File: src/rtl/truth_table_sequencer.sv
// truth_table_sequencer: sweeps {A,B,C} through 0..7, samples F after DWELL cycles per vector and checks it against EXPECTED.
// Optional TT_SEQ_STOP_ON_FAIL_EN ends the sweep at the first mismatching vector.
module truth_table_sequencer #(
    parameter logic [7:0] EXPECTED = 8'b0110_1001,
    parameter int         DWELL    = 10
) (
    input  logic       clk,
    input  logic       rst,
    input  logic       start,
    input  logic       F,
    output logic       A,
    output logic       B,
    output logic       C,
    output logic       busy,
    output logic       done,
    output logic       pass,
    output logic [7:0] captured,
    output logic [3:0] fail_count,
    output logic [2:0] first_fail_idx
);
`ifdef TT_SEQ_STOP_ON_FAIL_EN
    localparam bit STOP_ON_FAIL = 1'b1;
`else
    localparam bit STOP_ON_FAIL = 1'b0;
`endif
    localparam int CW = $clog2(DWELL + 1);
    localparam logic [CW-1:0] LAST = CW'(DWELL - 1);

    typedef enum logic [1:0] {S_IDLE, S_DRIVE, S_DONE} state_t;

    state_t        state, next_state;
    logic [2:0]    idx;
    logic [CW-1:0] dwell_cnt;
    logic          sample, miss, stop;

    assign sample = state == S_DRIVE && dwell_cnt == LAST;
    assign miss   = sample && F != EXPECTED[idx];
    assign stop   = sample && (idx == 3'd7 || (STOP_ON_FAIL && miss));

    always_ff @(posedge clk) begin
        if (rst) state <= S_IDLE;
        else     state <= next_state;
    end

    always_comb begin
        next_state = state == S_IDLE  ? (start ? S_DRIVE : S_IDLE) :
                     state == S_DRIVE ? (stop ? S_DONE : S_DRIVE) : S_IDLE;
    end

    // The last vector stays on A/B/C through the done cycle.
    always_comb begin
        busy      = state == S_DRIVE;
        done      = state == S_DONE;
        {A, B, C} = state == S_IDLE ? 3'b000 : idx;
    end

    always_ff @(posedge clk) begin
        if (rst) begin
            idx            <= '0;
            dwell_cnt      <= '0;
            captured       <= '0;
            fail_count     <= '0;
            first_fail_idx <= '0;
            pass           <= 1'b0;
        end else if (state == S_IDLE && start) begin
            idx            <= '0;
            dwell_cnt      <= '0;
            captured       <= '0;
            fail_count     <= '0;
            first_fail_idx <= '0;
            pass           <= 1'b0;
        end else if (state == S_DRIVE) begin
            if (sample) begin
                captured[idx] <= F;
                if (miss) begin
                    fail_count <= fail_count + 4'd1;
                    if (fail_count == 4'd0) first_fail_idx <= idx;
                end
                // pass is settled on the final sampling edge so it is valid during done.
                if (stop) begin
                    pass <= fail_count == 4'd0 && !miss;
                end else begin
                    idx       <= idx + 3'd1;
                    dwell_cnt <= '0;
                end
            end else begin
                dwell_cnt <= dwell_cnt + CW'(1);
            end
        end
    end
endmodule

File: config.mk
export PLATFORM = sky130hd
export DESIGN_NAME = truth_table_sequencer
export DESIGN_NICKNAME = d
export VERILOG_FILES = /design/src/rtl/truth_table_sequencer.sv
export SDC_FILE = /design/constraint.sdc
export NUM_CORES = 1
export LEC_CHECK = 0
export ABC_AREA = 1
export CAP_MARGIN = 10
export CORE_MARGIN = 3
export CORE_UTILIZATION = 30
export DETAILED_ROUTE_END_ITERATION = 6
export GPL_ROUTABILITY_DRIVEN = 0
export RECOVER_POWER = 100
export SYNTH_ARGS = -nofsm -noshare
export SYNTH_HDL_FRONTEND = slang
export SYNTH_SLANG_ARGS = --single-unit
File: constraint.sdc
create_clock -name clk -period 2.4 [get_ports clk]
set_input_delay 0.36 -clock clk [delete_from_list [all_inputs] [get_ports clk]]
set_output_delay 0.36 -clock clk [all_outputs]
set_load 0.02 [all_outputs]
==> summary.txt <==
Floorplanning
  • Initial Util: between 30% and 40%
  • Die width: between 70 and 80 um
  • DIE AREA: approximately 5500 um2
  • I/O pins: 25
  • Num rows: 24
  • Die Y: approximately 74 um
  • Core outline area: ~4400 um2

Status
  • Status: completed

Synth
  • Top cells by area, synth: dfxtp_1 38%, nand3_1 7.6%, nand2_1 6.5%, inv_1 6.3%, a21oi_1 6.2%
  • Post-synth EDFFs: 0
  • Synth warn: 0
  • Library cells used by synthesis: 29
  • Cell area after synthesis: between 1000 and 1500 um2
  • Sequential fraction of the synthesis area: about 38%
  • Mapped Cells: between 150 and 200
  • Post-synth top area share: between 30% and 40%
  • Syn_area_per_cell: between 7 and 8 um2
  • Cell taking the most area after synthesis: dfxtp_1
  • Synth Net Count: 190
  • Predominant post-synthesis flop cell: dfxtp_1
  • #FFs+latches synth: 26
  • Share of synthesized registers carrying an async set or reset: 0%

Placement
  • Post-detailed-placement cell area: approximately 1600 um2
  • Port bufs: 24
  • Placed cells: 252
  • DP Worst Slack: approximately 0.54 ns
  • Detailed placement HPWL: around 2.1 mm

Finish
  • Final #Nets: ~220
  • Fillers: 475
  • Layout cells sized above 1: under 10%
  • Post-route cell area: 1650 um2
  • Post-route insts no fill: about 260
  • Ant diodes: 0
  • Utilization after layout: about 37%
  • Area grow syn2layout: 19.4%
  • Commonest non-fill, non-tap cell in the layout: nand2_1
  • Most frequent cells in the layout: 28 x nand2_1, 26 x dfxtp_1, 25 x inv_1

Pwr
  • Leakage: roughly 0.72 nW
  • Cell area power density: around 440 nW/um2
  • Total Power: slightly above 0.7 mW
  • Max VDD drop: approximately 0.00027 V

Global route
  • Number of global-route vias before repair: 1040
  • Initial antenna violation count: 0
  • GRT busiest layer: met2
  • Grt ovf: 0
  • GR met2 Demand/Resource: 17.2%
  • Gr usage total: a little over a tenth
  • Met1 usage in global routing: between 10 and 15%
  • First-pass GRT wire length: roughly 4.6 mm
  • GR Layer Usage met3: about 1.2%
  • Largest net degree at the start of global routing: 15

Timing
  • Fin. max-slew vios: 0
  • Highest clock rate: around 470 MHz
  • Fin worst setup slack: a little under 0.3 ns
  • Slew @ Worst Pin: ~0.56 ns
  • Hold WS: ~0.44 ns
  • RSZ-0062 raised after global routing: no
  • Relative slew slack: ~62%
  • Final-report hold violation count: 0
  • Setup violations, final: 0
  • Fin crit period: roughly 2.1 ns
  • Setup Skew: approximately 0.0024 ns
  • Tcrit/Tclk final: between 80% and 90%
  • Setup TNS: 0 ns

Setup path
  • Crit start category: flip-flop
  • Endpoint class of the critical path: output pin
  • Critical path type: reg2out
  • Critical Path AT: 1.75 ns
  • Worst Path Max Fanout: 5
  • CP required: just over 2 ns

Clock tree
  • H-Tree Depth: 1
  • Clock transition at path regs: 0.09 ns
  • Cts repair resizes: 0
  • TritonCTS Buffers: 3
  • CTS max path bufs: 2
  • Hold buffer count at cts: 0
  • CTS tree: done
  • Root buffer cell: clkbuf_8
  • Clock Latency Late Sink: ~0.26 ns
  • Clock Sinks: 26
  • Post-CTS setup buffers: 0

Routing
  • Via density: between 4 and 5
  • Post-route antenna net violation count: 0
  • Initial DRC Count: between 80 and 90
  • Routed WL per cell: 10.4 um
  • Via count: around 1200
  • DRT Pass-1 Iters: 4
  • Total wire length: around 2.7 mm
  • Drc violations: 0

Min path
  • Worst min-delay path class: reg2reg

Run
  • Max-cap violations: 0
==> state kept, by name, indices dropped and copies added, names as in the netlist, named ones only <==
| name | flops |
|---|---|
| state | 2 |
| first_fail_idx | 3 |
| fail_count | 4 |
| dwell_cnt | 4 |
| idx | 3 |
| captured | 8 |
| pass | 1 |
==> kinds of logic (layout without fill, tap and decap cells) <==
| family | count (synthesis) | after routing | share of synthesized area [%] |
|---|---|---|---|
| buffers and inverters | 33 | 56 | 11.3 |
| xor gates and xnor gates | 2 | 2 | 1.27 |
| AOI/OAI and AO/OA | 28 | 28 | 11.0 |
| DFF | 26 | 26 | 37.7 |
| and+or+nand+nor | 85 | 85 | 33.3 |
| adders and majority gates | 6 | 6 | 5.43 |
==> power breakdown <==
group          switching (mW)  total [mW]  internal, mW
Clock                   0.129       0.241         0.112
Combinational          0.0281      0.0424        0.0143
Sequential            0.00313       0.437         0.434
Total                   0.160       0.720         0.560
==> area by class of cell <==
class,count,area [um2],area share [%]
timing repair buffer,25,248,15.0
tap,52,65.1,3.95
sequential,26,520,31.6
clock buffer,3,41.3,2.50
multi-input combinational,121,667,40.4
inverter,28,108,6.53
==> cells in the mapped netlist, types with 2 or more instances <==
| cell | number |
|---|---|
| dfxtp_1 | 26 |
| nand2_1 | 24 |
| inv_1 | 23 |
| nand3_1 | 21 |
| a21oi_1 | 17 |
| nor2_1 | 16 |
| o21ai_0 | 7 |
| ha_1 | 6 |
| inv_2 | 4 |
| nand2_4 | 4 |
| nor3_1 | 4 |
| nand2_2 | 3 |
| o21ai_1 | 3 |
| buf_2 | 2 |
| nand3_2 | 2 |
| nor2_2 | 2 |
| nor3b_2 | 2 |
| nor4_1 | 2 |
| xor2_1 | 2 |
==> per-layer routing <==
layer  vias up  wire length [um]
met5         -                 0
met4         0                15
met3         2                79
met2        16              1240
met1       518              1330
li1        626                 -
==> path summary, 6_finish.rpt <==
check,startpoint,endpoint,slack [ns],cells past startpoint
worst max-delay path,state[0],A,0.29,3
worst min-delay path,captured[5],captured[5],0.44,2
worst max register to register,dwell_cnt[0],flip-flop,0.37,10
worst min register to register,captured[5],captured[5],0.44,2
==> critical path, cell delays in order, from the launching register on <==
cell	delay, ns
dfxtp_1	0.34
nor2_1	0.40
nor2_1	0.08
dlygate4sd3_1	0.66
(Power assumes the default switching activity.)
